### config.mk
export PLATFORM = sky130hd
export DESIGN_NAME = fixed_point_iterative_divider
export DESIGN_NICKNAME = d
export VERILOG_FILES = /design/src/rtl/fxp_pkg.sv /design/src/rtl/fxp_iter_div_datapath.sv /design/src/rtl/fixed_point_iterative_divider.sv
export SDC_FILE = /design/constraint.sdc
export NUM_CORES = 1
export LEC_CHECK = 0
export ABC_AREA = 1
export CORE_ASPECT_RATIO = 0.9
export CORE_MARGIN = 10
export CORE_UTILIZATION = 57
export CTS_BUF_LIST = sky130_fd_sc_hd__clkbuf_2
export DETAILED_ROUTE_END_ITERATION = 8
export GPL_TIMING_DRIVEN = 1
export PLACE_DENSITY = 0.84
export SYNTH_ARGS = -nofsm -noshare
export SYNTH_HDL_FRONTEND = slang
export SYNTH_HIERARCHICAL = 1
export SYNTH_SLANG_ARGS = --single-unit
export TNS_END_PERCENT = 50
### constraint.sdc
create_clock -name clk -period 4.55 [get_ports clk]
set_input_delay 0.91 -clock clk [delete_from_list [all_inputs] [get_ports clk]]
set_output_delay 0.91 -clock clk [all_outputs]
set_load 0.02 [all_outputs]
### src/rtl/fxp_pkg.sv
// Shared fixed-point arithmetic types and helpers.
// Used by the iterative divider and multiplier control.
package fxp_pkg;

    localparam int W_MAX = 128;

    typedef enum logic [1:0] {
        IDLE,
        CALC,
        DONE
    } fxp_state_e;

    // Two's-complement negate when neg is set; callers truncate to their width.
    function automatic logic [W_MAX-1:0] cond_neg(
        input logic [W_MAX-1:0] v,
        input logic             neg
    );
        return neg ? (~v + W_MAX'(1)) : v;
    endfunction

endpackage

### src/rtl/fxp_iter_div_datapath.sv
// Restoring-division datapath: remainder, dividend, quotient and result mux.
// Define FXP_DIV_SATURATE_EN to saturate overflowing quotients.
module fxp_iter_div_datapath
    import fxp_pkg::*;
#(
    parameter int n    = 32,
    parameter int d    = 16,
    parameter int sign = 1
) (
    input  logic         clk,
    input  logic         reset,
    input  logic         load,
    input  logic         step,
    input  logic         finish,
    input  logic [n-1:0] a,
    input  logic [n-1:0] b,
    output logic [n-1:0] c
);

    localparam int W = n + d;
    localparam logic [n-1:0] MAX_POS = {1'b0, {(n-1){1'b1}}};
    localparam logic [n-1:0] MIN_NEG = {1'b1, {(n-1){1'b0}}};
    localparam logic [n-1:0] ONES    = '1;

    logic [W-1:0] dvd;
    logic [W-1:0] quo;
    logic [n-1:0] dvs;
    logic [n:0]   rem;
    logic         neg;
    logic         a_neg;
    logic         b_zero;

    logic [n-1:0] a_mag;
    logic [n-1:0] b_mag;
    logic [n+1:0] rem_sh;
    logic [n+1:0] diff;
    logic         ge;
    logic [W-1:0] quo_nx;
    logic [n-1:0] q_wrap;
    logic [n-1:0] res;
`ifdef FXP_DIV_SATURATE_EN
    logic         ovf;
`endif

    always_comb begin
        a_mag  = n'(cond_neg(W_MAX'(a), (sign != 0) && a[n-1]));
        b_mag  = n'(cond_neg(W_MAX'(b), (sign != 0) && b[n-1]));
        rem_sh = {rem, dvd[W-1]};
        ge     = rem_sh >= {2'b00, dvs};
        diff   = rem_sh - {2'b00, dvs};
        quo_nx = {quo[W-2:0], ge};
        // Negating the low n bits equals truncating the negated full quotient.
        q_wrap = n'(cond_neg(W_MAX'(quo_nx), neg));
        res    = q_wrap;
`ifdef FXP_DIV_SATURATE_EN
        if (sign != 0)
            ovf = neg ? (quo_nx > W'(MIN_NEG)) : (quo_nx >= W'(MIN_NEG));
        else
            ovf = quo_nx > W'(ONES);
        if (ovf)
            res = (sign != 0) ? (neg ? MIN_NEG : MAX_POS) : ONES;
`endif
        if (b_zero)
            res = (sign != 0) ? (a_neg ? MIN_NEG : MAX_POS) : ONES;
    end

    always_ff @(posedge clk) begin
        if (reset) begin
            dvd    <= '0;
            quo    <= '0;
            dvs    <= '0;
            rem    <= '0;
            neg    <= 1'b0;
            a_neg  <= 1'b0;
            b_zero <= 1'b0;
            c      <= '0;
        end else if (load) begin
            dvd    <= W'(a_mag) << d;
            quo    <= '0;
            dvs    <= b_mag;
            rem    <= '0;
            neg    <= (sign != 0) && (a[n-1] ^ b[n-1]);
            a_neg  <= (sign != 0) && a[n-1];
            b_zero <= (b == '0);
        end else if (step) begin
            dvd <= dvd << 1;
            quo <= quo_nx;
            rem <= ge ? (n+1)'(diff) : (n+1)'(rem_sh);
            if (finish)
                c <= res;
        end
    end

endmodule

### src/rtl/fixed_point_iterative_divider.sv
// Unpipelined fixed-point restoring divider, one quotient bit per cycle.
// Define FXP_DIV_SATURATE_EN to saturate on overflow instead of wrapping.
module fixed_point_iterative_divider
    import fxp_pkg::*;
#(
    parameter int n    = 32,
    parameter int d    = 16,
    parameter int sign = 1
) (
    input  logic         clk,
    input  logic         reset,
    output logic         recv_rdy,
    input  logic         recv_val,
    input  logic [n-1:0] a,
    input  logic [n-1:0] b,
    input  logic         send_rdy,
    output logic         send_val,
    output logic [n-1:0] c
);

    localparam int CW = $clog2(n + d);
    localparam logic [CW-1:0] LAST = CW'(n + d - 1);

    fxp_state_e    state;
    logic [CW-1:0] cnt;
    logic          load;
    logic          step;
    logic          finish;

    assign load   = (state == IDLE) && recv_val;
    assign step   = (state == CALC);
    assign finish = step && (cnt == LAST);

    always_ff @(posedge clk) begin
        if (reset) begin
            state    <= IDLE;
            cnt      <= '0;
            recv_rdy <= 1'b1;
            send_val <= 1'b0;
        end else begin
            unique case (state)
                IDLE: begin
                    if (recv_val) begin
                        state    <= CALC;
                        cnt      <= '0;
                        recv_rdy <= 1'b0;
                    end
                end
                CALC: begin
                    cnt <= cnt + CW'(1);
                    if (cnt == LAST) begin
                        state    <= DONE;
                        cnt      <= '0;
                        send_val <= 1'b1;
                    end
                end
                DONE: begin
                    if (send_rdy) begin
                        state    <= IDLE;
                        send_val <= 1'b0;
                        recv_rdy <= 1'b1;
                    end
                end
                default: begin
                    state    <= IDLE;
                    recv_rdy <= 1'b1;
                    send_val <= 1'b0;
                end
            endcase
        end
    end

    fxp_iter_div_datapath #(
        .n    (n),
        .d    (d),
        .sign (sign)
    ) u_dp (
        .clk    (clk),
        .reset  (reset),
        .load   (load),
        .step   (step),
        .finish (finish),
        .a      (a),
        .b      (b),
        .c      (c)
    );

endmodule

==> impl_results.md, run 1 <==
* Sequential fraction of the synthesis area at 0.310
* Slowest stage cell, crit path: ha_1
* RSZ-0062 raised after global routing: no
* Setup Fix Bufs, Post-CTS at 0
* CTS root buffer: clkbuf_2
* Pins Over Slew Limit at 0
* Worst Hold Class: register to register
* Die Height at 153 um
* Largest stage delay, worst path at just under 400 ps
* DR DRC count at 0
* Initial antenna violation count at 1
* Post-CTS Hold Fix Bufs at 0
* CTS max path bufs at 2
* Crit path kind: register to register
* Number of global-route vias before repair at 10.6k
* Actual slew at the worst max-slew pin at 988 ps
* Standard-cell rows at 48
* Final hold violation count at 0
* Tmin final at about 3600 ps
* Synth area leader: dfxtp_1
* Peak supply drop at 0.172 mV
* Outcome: complete, no violations
* Power Total at approximately 4 mW
* Critical-path cell list: inv_1 -> ha_1 -> a21oi_1 -> nand2_1 -> a21oi_2 -> nand2_2 -> nor2_4 -> nand2_4 -> inv_4 -> ha_1 -> inv_1 -> nor3_2 -> nand3_2 -> nor2_4 -> nand4_1 -> inv_1 -> nand2_1 -> nand2_1 -> inv_1 -> or2_1 -> o21ai_1 -> nand2_1 -> nand3_1 -> a21oi_1
* Clk_lat worst skew at 810 ps
* Grt ovf at 0
* Syn-to-layout area delta at 12.1%
* Clk_skew at between 50 and 60 ps
* Via density at approximately 5.7
* Synthesized area per cell at between 6 and 7 sq um
* CTS tree: yes
* H-tree depth at 4
* Clk sink count at 173
* Tot GR Track Use at 0.241
* Layout Nets at 1871
* I/O pin cnt at 102
* Total negative slack at 0 ps
* Layout filler cell count at roughly 1.7k
* Most frequent cells in the layout: nand2_1 (352), inv_1 (241), dfxtp_1 (173)
* YS warnings at 6
* GRT met1 Usage at 0.336
* Final wirelength at 32200 um
* Critical path peak fanout at 14
* Synth Cell Area at approximately 11000 sq um
* Synth top area cells: dfxtp_1 (31%), nand2_1 (12%), inv_1 (8.1%)
* CTS Buf Count at 17
* Post-layout util at 0.652
* Initial Utilization at 0.581
* Crit share post-route at 0.798
* Antenna-violating nets left at 0
* Die Width at between 150 and 200 um
* Commonest non-fill, non-tap cell in the layout: nand2_1
* Routed vias at ~12k
* Max cap viols at 0
* Most used DFF post-synth: dfxtp_1
* Routability Congestion at 0.986
* Net count after synthesis at 1805
* Area after DPL at 12300 sq um
* Element type at the critical path end: register
* LEAKAGE at 5.55 nW
* M2 GR Usage at 0.376
* Slew headroom at 0.340
* Fmax at approximately 280 MHz
* Detailed placement HPWL at around 24000 um
* Async SR Flop Fraction at 0
* Synth Register Bits at 173
* Design Area, Final at 12500 sq um
* Critical path arrival at between 4000 and 5000 ps
* Largest net degree at the start of global routing at 60
* Drt wl/cell at around 16 um
* First-pass GRT wire length at 52500 um
* Mapped Cells at roughly 1.7k
* Grt met3 use at 0.0428
* Share of cells above drive strength 1 at 0.0781
* Number of enable flip-flop cells after synthesis at 0
* Synth cell types at 63
* Die area at 25600 sq um
* Final setup viols at 0
* DR iter-0 viols at 1285
* Gr busiest metal: met2
* First-pass DRT Iterations at 8
* Synth top area share at 0.310
* Worst setup SP type: register
* Required @ worst endpoint at ~5300 ps
* Core area at 19200 sq um
* Cell Pwr Density at approximately 320 nW/um^2
* Clock transition at path regs at 320 ps
* Hold Slack at 489 ps
* CTS resizes at 0
* PortBufs at ~100
## critical path: cells and delay by family, from the launching register on
| family | cells | cell delay, ps |
|---|---|---|
| AOI/OAI and AO/OA | 4 | 590 |
| adders and majority gates | 2 | 540 |
| buffers and inverters | 5 | 410 |
| DFF | 1 | 370 |
| and+or+nand+nor | 13 | 1670 |
## per-layer routing
layer  part of all wire  routed length (um)
met1               0.46               14700
met5                  0                   0
met3              0.079                2540
met4              0.014                 457
met2               0.45               14400
## flip-flops by register name (all words and copies together), names as in the netlist, 2 cells and up
| register | flops |
|---|---|
| state | 2 |
| u_dp/quo | 31 |
| cnt | 6 |
| u_dp/dvs | 32 |
| u_dp/c | 32 |
| u_dp/rem | 33 |
| u_dp/dvd | 32 |
## metrics by stage
| stage | cells | setup slack, ps |
|---|---|---|
| 6_report | 2030 | 919 |
| 3_3_place_gp | 1997 | 1020 |
| 4_1_cts | 2029 | 1010 |
| 5_1_grt | 2030 | 586 |
| 2_1_floorplan | 1700 | 1550 |
| 3_5_place_dp | 1997 | 1020 |
## layout make-up
cell class | instances | area [sq um] | share of cell area
Multi-Input combinational cell | 1205 | 6450 | 0.515
Antenna cell | 1 | 2.50 | 0.000200
Clock buffer | 17 | 85.1 | 0.00679
Sequential cell | 173 | 3460 | 0.276
Tap cell | 250 | 313 | 0.0250
Clock inverter | 15 | 145 | 0.0116
Inverter | 254 | 956 | 0.0763
Timing Repair Buffer | 115 | 1120 | 0.0891
## cells by family after synthesis
| kind of cell | count (synthesis) | share of synthesized area |
|---|---|---|
| DFF | 173 | 0.310 |
| adders and majority gates | 37 | 0.0421 |
| and+or+nand+nor | 695 | 0.286 |
| xor gates and xnor gates | 26 | 0.0204 |
| buffers and inverters | 322 | 0.115 |
| AOI/OAI and AO/OA | 447 | 0.227 |
## synthesized netlist by cell type (14+ instances only)
cell and number:
a21oi_1 161, o21ai_0 148, xnor2_1 14, nand2_2 16
nand2_1 352, inv_1 242, o211ai_1 20, clkbuf_1 44
nand3_1 97, nor2_1 124, nor3_1 23, ha_1 36
o22ai_1 31, o21ai_1 19, dfxtp_1 173
## final timing paths
path	end	startpoint	depth (start not counted)	slack (ps)
max	u_dp/c[24]	u_dp/dvs[31]	24	920
max reg2reg	u_dp/c[24]	u_dp/dvs[31]	24	920
min	u_dp/dvd[18]	u_dp/dvd[17]	2	490
min reg2reg	u_dp/dvd[18]	u_dp/dvd[17]	2	490
## where the power goes
group | switching, mW | total (mW) | internal, mW
combinational | 1.02 | 1.55 | 0.527
clock | 0.635 | 0.815 | 0.180
sequential | 0.0541 | 1.66 | 1.61
total | 1.71 | 4.02 | 2.32
No activity file was read; power rests on OpenSTA's default activity.
==> run 2, diff against run 1 <==
Clock period 4.55 ns to 3.6 ns, I/O delays scaled along.
==> run 2 against run 1 <==
First-iteration DRC count grew 10%. Clock power grew 24%. Total power is 29% higher. Hold slack got worse by 22 ps. Register-to-register slack lost 670 ps. Worst setup slack got worse by 670 ps. Die area unchanged.
==> impl_results.md, run 2 (synthesized netlist as in run 1, its figures left out) <==
* Clock transition at path regs at 290 ps (-30 ps)
* Final hold violation count at 0 (unchanged)
* Routed vias at 11.7k (-0.043%)
* Max cap viols at 0 (unchanged)
* CTS Buf Count at 17 (unchanged)
* Worst Hold Class: register to register
* Crit share post-route at 0.932 (+0.134)
* Register area at 3470 sq um (+0.33%)
* DR DRC count at 0 (unchanged)
* Core area at 19200 sq um (unchanged)
* Final wirelength at 33300 um (+3.5%)
* Peak supply drop at 0.232 mV (+35%)
* Min-delay src: u_dp/dvd[31]
* Layout filler cell count at 1697 (-0.29%)
* Worst reg2reg startpoint: u_dp/dvs[17]
* Post-Layout Cell Count at 2041 (+0.54%)
* Layout Nets at 1882 (+0.59%)
* Final worst setup slack at 245 ps (-674 ps)
* Reg-to-Reg End: u_dp/c[24]
* Power Total at 5.18 mW (+29%)
* Detailed placement HPWL at 24600 um (+4.2%)
* Clk_lat worst skew at 780 ps (-30 ps)
* Die Width at 168 um (unchanged)
* Syn-to-layout area delta at 14.6%
* Required @ worst endpoint at 4320 ps (-980 ps)
* Die Height at 153 um (unchanged)
* Standard-cell rows at 48 (unchanged)
* Post-CTS Hold Fix Bufs at 0 (unchanged)
* First-pass GRT wire length at 53700 um (+2.3%)
* R2R setup slack at 250 ps (-670 ps)
* Multi-input gate area at 6630 sq um (+2.8%)
* Max reg flops at 33 (unchanged)
* PortBufs at 101 (unchanged)
* Drt wl/cell at 16.3 um (+2.9%)
* Actual slew at the worst max-slew pin at 1000 ps (+14.4 ps)
* DP Cell Count at 2003 (+0.30%)
* I/O pin cnt at 102 (unchanged)
* Clk_skew at 54.0 ps (-1.45 ps)
* Fmax at 298 MHz (+8.2%)
* Pre-CTS setup slack at 173 ps (-844 ps)
* H-tree depth at 4 (unchanged)
* Die area at 25600 sq um (unchanged)
* Critical path arrival at 4070 ps (-310 ps)
* DR iter-0 viols at 1414 (+10%)
* Antenna-violating nets left at 0 (unchanged)
* CTS tree: yes
* Post-layout util at 0.666 (+0.0143)
* Most frequent cells in the layout: nand2_1 (346), inv_1 (241), dfxtp_1 (164)
* Via density at 5.71 (-0.58%)
* Worst Hold Path Cells at 2 (unchanged)
* Number of global-route vias before repair at 10.5k (-0.84%)
* Crit path kind: register to register
* Initial antenna violation count at 1 (unchanged)
* Element type at the critical path end: register
* Final setup viols at 0 (unchanged)
* Worst hold endpoint: u_dp/dvd[32]
* Pins Over Slew Limit at 0 (unchanged)
* Initial Utilization at 0.581 (unchanged)
* Outcome: complete, no violations
* Most flops, register: u_dp/rem
* Reg2reg path depth at 24 (unchanged)
* Slew headroom at 0.331 (-0.00959)
* First-pass DRT Iterations at 6 (-2)
* Worst setup SP type: register
* Cell Pwr Density at 405 nW/um^2 (+26%)
* Share of cells above drive strength 1 at 0.103 (+0.0247)
* LEAKAGE at 5.58 nW (+0.61%)
* Grt ovf at 0 (unchanged)
* Clk sink count at 173 (unchanged)
* CTS max path bufs at 2 (unchanged)
* Commonest non-fill, non-tap cell in the layout: nand2_1
* Tot GR Track Use at 0.247 (+0.00568)
* Tmin final at 3350 ps (-276 ps)
* Routability Congestion at 0.968 (-1.8%)
* Largest net degree at the start of global routing at 50 (-17%)
* CTS root buffer: clkbuf_2
* Critical path peak fanout at 5 (-9)
==> run 2: cell types whose count changed in the layout (fill, tap and decap cells not counted), moves of 7 or more <==
cell,before,now
buf_4,14,25
dfxtp_1,173,164
dfxtp_2,0,9
ha_1,36,19
ha_2,0,7
ha_4,0,10
==> run 2: timing repair <==
action / in CTS / in global routing
buffers inserted: 0 / 5
resized for setup: 0 / 38
setup endpoints to repair: 0 / 5
==> run 2: final cells by class <==
cell class | count | share of cell area
Multi-Input combinational cell | 1205 | 0.518
Sequential cell | 173 | 0.271
Timing Repair Buffer | 126 | 0.0936
Inverter | 254 | 0.0747
Tap cell | 250 | 0.0244
Clock inverter | 14 | 0.0109
Clock buffer | 17 | 0.00665
Antenna cell | 2 | 0.000391
==> run 2: through the flow <==
stage	setup TNS, ps	hold slack (ps)	cell area [sq um]
final	0	467	12800
after floorplan	0	422	11200
after global routing	-23.1	507	12800
after global placement	0	435	12300
after detailed placement	0	445	12300
after CTS	0	473	12600
==> run 2: layer usage <==
layer / wire (um) / GRT usage
met5: 0 / 0
met3: 2850 / 0.0482
met1: 15300 / 0.347
met2: 14700 / 0.378
met4: 430 / 0.0605
==> run 2: power breakdown <==
part	internal [mW]	total (mW)	switching (mW)
clock	0.260	1.01	0.746
sequential	2.03	2.11	0.0748
combinational	0.736	2.07	1.33
==> run 2: how the worst max path moves through the flow <==
stage,slack (ps),depth (start not counted),start,end
2_1_floorplan,600,26,u_dp/dvs[28],u_dp/c[24]
3_3_place_gp,320,26,u_dp/dvs[15],u_dp/c[24]
3_5_place_dp,170,26,u_dp/dvs[9],u_dp/c[24]
4_1_cts,170,26,u_dp/dvs[8],u_dp/c[28]
5_1_grt,-20,28,u_dp/dvs[5],u_dp/c[28]
6_report,250,24,u_dp/dvs[17],u_dp/c[24]
==> run 2: worst max-delay path, cell delays in order, from the launching register on <==
cell     delay [ps]
dfxtp_1         360
inv_1            50
ha_1            370
a21oi_1         240
nand2_1         100
a21oi_2         150
nand3_4         140
nand2_4         110
nand2_4          60
inv_4           110
ha_1            150
inv_1            70
nor3_4          170
nand3_2         140
nor2_4          170
nand4_1         120
inv_1            80
nand2_1          70
nand2_1          80
inv_1            50
or2_1           220
o21ai_1         120
nand2_1          60
nand3_1          70
a21oi_1          80
==> run 3, diff against run 2 <==
Settings changed: MAX_ROUTING_LAYER set to met4.
==> run 3 against run 2 <==
Global-route usage increased by 1.3 points. Clock skew down 5.0 ps. Worst setup slack lost 38 ps. Sequential cell count is the same. Core utilization up 0.74 points. Critical path type unchanged. Critical endpoint is now u_dp/c[28]. Largest power group is now combinational logic.
==> impl_results.md, run 3 (synthesized netlist as in run 1, its figures left out) <==
* Clk sink count at 173 (unchanged)
* Critical path peak fanout at 5 (unchanged)
* H-tree depth at 4 (unchanged)
* Initial antenna violation count at 2 (+1)
* Largest net degree at the start of global routing at 60 (+20%)
* Antenna-violating nets left at 0 (unchanged)
* Core area at 19200 sq um (unchanged)
* Required @ worst endpoint at 4330 ps (about the same)
* Die Width at 168 um (unchanged)
* Initial Utilization at 0.581 (unchanged)
* Critical path arrival at 4130 ps (+60 ps)
* Max reg flops at 33 (unchanged)
* Clk_lat worst skew at 790 ps (about the same)
* Clk_skew at 49.0 ps (-5.02 ps)
* CTS Buf Count at 17 (unchanged)
* Share of cells above drive strength 1 at 0.112 (+0.00888)
* Final setup viols at 0 (unchanged)
* Peak supply drop at 0.261 mV (+13%)
* CTS root buffer: clkbuf_2
* Most frequent cells in the layout: nand2_1 (345), inv_1 (240), dfxtp_1 (161)
* Pre-CTS setup slack at 224 ps (+51.6 ps)
* Top Layer Used: met4
* Outcome: complete, no violations
* Crit share post-route at 0.942 (+0.0105)
* CTS max path bufs at 2 (unchanged)
* DP Cell Count at 2003 (unchanged)
* Post-CTS Hold Fix Bufs at 0 (unchanged)
* Actual slew at the worst max-slew pin at 1030 ps (+28.4 ps)
* Worst setup SP type: register
* Max cap viols at 0 (unchanged)
* Post-Layout Cell Count at 2042 (+0.049%)
* Pins Over Slew Limit at 0 (unchanged)
* Fmax at 295 MHz (-1.1%)
* Routability Congestion at 1.00 (+3.3%)
* Met1 WL at 15700 um (+2.4%)
* Syn-to-layout area delta at 15.9%
* Drt wl/cell at 16.8 um (+3.3%)
* Detailed placement HPWL at 25200 um (+2.3%)
* Most flops, register: u_dp/rem
* CP bufs+invs at 5 (unchanged)
* Standard-cell rows at 48 (unchanged)
* First-pass GRT wire length at 54700 um (+1.9%)
* Via density at 5.79 (+1.4%)
* Die area at 25600 sq um (unchanged)
* Layout filler cell count at 1670 (-1.6%)
* Cell Pwr Density at 421 nW/um^2 (+4.0%)
* Final wirelength at 34400 um (+3.3%)
* Met3 wire length at 2920 um (+2.2%)
* Layout Nets at 1882 (unchanged)
* Clock transition at path regs at 280 ps (about the same)
* Tmin final at 3390 ps (+37.9 ps)
* Commonest non-fill, non-tap cell in the layout: nand2_1
* Die Height at 153 um (unchanged)
* DR iter-0 viols at 1243 (-12%)
* Delay-heaviest family, CP: simple AND/OR/NAND/NOR gates
* Final hold violation count at 0 (unchanged)
* Number of global-route vias before repair at 10.9k (+3.6%)
* CTS tree: yes
* Element type at the critical path end: register
* Routed vias at 11.8k (+1.4%)
* I/O pin cnt at 102 (unchanged)
* PortBufs at 101 (unchanged)
* LEAKAGE at 5.63 nW (+0.81%)
* DR DRC count at 0 (unchanged)
* Slowest stage cell, crit path: dfxtp_1
* Crit path kind: register to register
* Top cell by count, worst path: nand2_1
* Largest stage delay, worst path at 380 ps (about the same)
* Tot GR Track Use at 0.260 (+0.0132)
* Worst Hold Class: register to register
* First-pass DRT Iterations at 6 (unchanged)
* Metal2 WL at 15100 um (+2.8%)
* Final worst setup slack at 207 ps (-37.9 ps)
* Grt ovf at 0 (unchanged)
* Slew headroom at 0.312 (-0.0190)
-- run 3: cell count changes in the layout (fill, tap and decap cells not counted), moves of 2 or more --
cell	previous run	this run
clkinvlp_4	4	1
bufinv_16	1	3
clkinv_4	2	0
inv_8	1	3
dfxtp_1	164	161
ha_4	10	14
inv_6	3	8
ha_1	19	12
dfxtp_2	9	12
ha_2	7	10
-- run 3: path summary, 6_finish.rpt --
kind	end	start	cells after the start	slack, ps
worst max-delay path	u_dp/c[28]	u_dp/dvs[22]	26	210
worst min register to register	u_dp/dvd[19]	u_dp/dvd[18]	2	480
worst max register to register	u_dp/c[28]	u_dp/dvs[22]	26	210
worst min-delay path	u_dp/dvd[19]	u_dp/dvd[18]	2	480
-- run 3: worst min-delay path, stage by stage, from the launching register on --
cell	delay (ps)
dfxtp_1	360
nand2_1	60
a31oi_1	80
-- run 3: routing by layer --
metal | track usage | vias up
met1 | 0.346 | 5420
met3 | 0.0579 | 52
li1 | - | 5788
met2 | 0.389 | 563
met5 | - | -
met4 | 0.0704 | 0
-- run 3: area by class of cell --
cell class | count | area [sq um] | share of cell area
inverter | 254 | 958 | 0.0740
sequential | 173 | 3480 | 0.269
antenna | 2 | 5.00 | 0.000387
clock inverter | 14 | 193 | 0.0149
timing repair buffer | 126 | 1210 | 0.0936
clock buffer | 18 | 90.1 | 0.00696
multi-input combinational | 1205 | 6700 | 0.517
tap | 250 | 313 | 0.0242
-- run 3: where the power goes --
part,internal (mW),total (mW),switching [mW]
logic,0.765,2.14,1.37
clock network,0.423,1.20,0.775
registers,2.03,2.11,0.0770
total,3.22,5.45,2.23
-- run 3: per-stage QoR --
| step | setup TNS [ps] | utilization | hold slack, ps | power [mW] | cell area [sq um] |
|---|---|---|---|---|---|
| floorplan | 0 | - | 422 | 3.55 | 11200 |
| global placement | 0 | 0.643 | 435 | 4.06 | 12400 |
| detailed placement | 0 | 0.643 | 443 | 4.09 | 12400 |
| CTS | 0 | 0.658 | 479 | 5.29 | 12600 |
| global route | -167 | 0.674 | 504 | 5.75 | 12900 |
| finish | 0 | 0.674 | 481 | 5.45 | 12900 |
-- run 3: timing repair --
| item | CTS | global route |
|---|---|---|
| gates resized for setup | 0 | 53 |
| setup endpoints to repair | 0 | 5 |
| setup buffers | 0 | 5 |
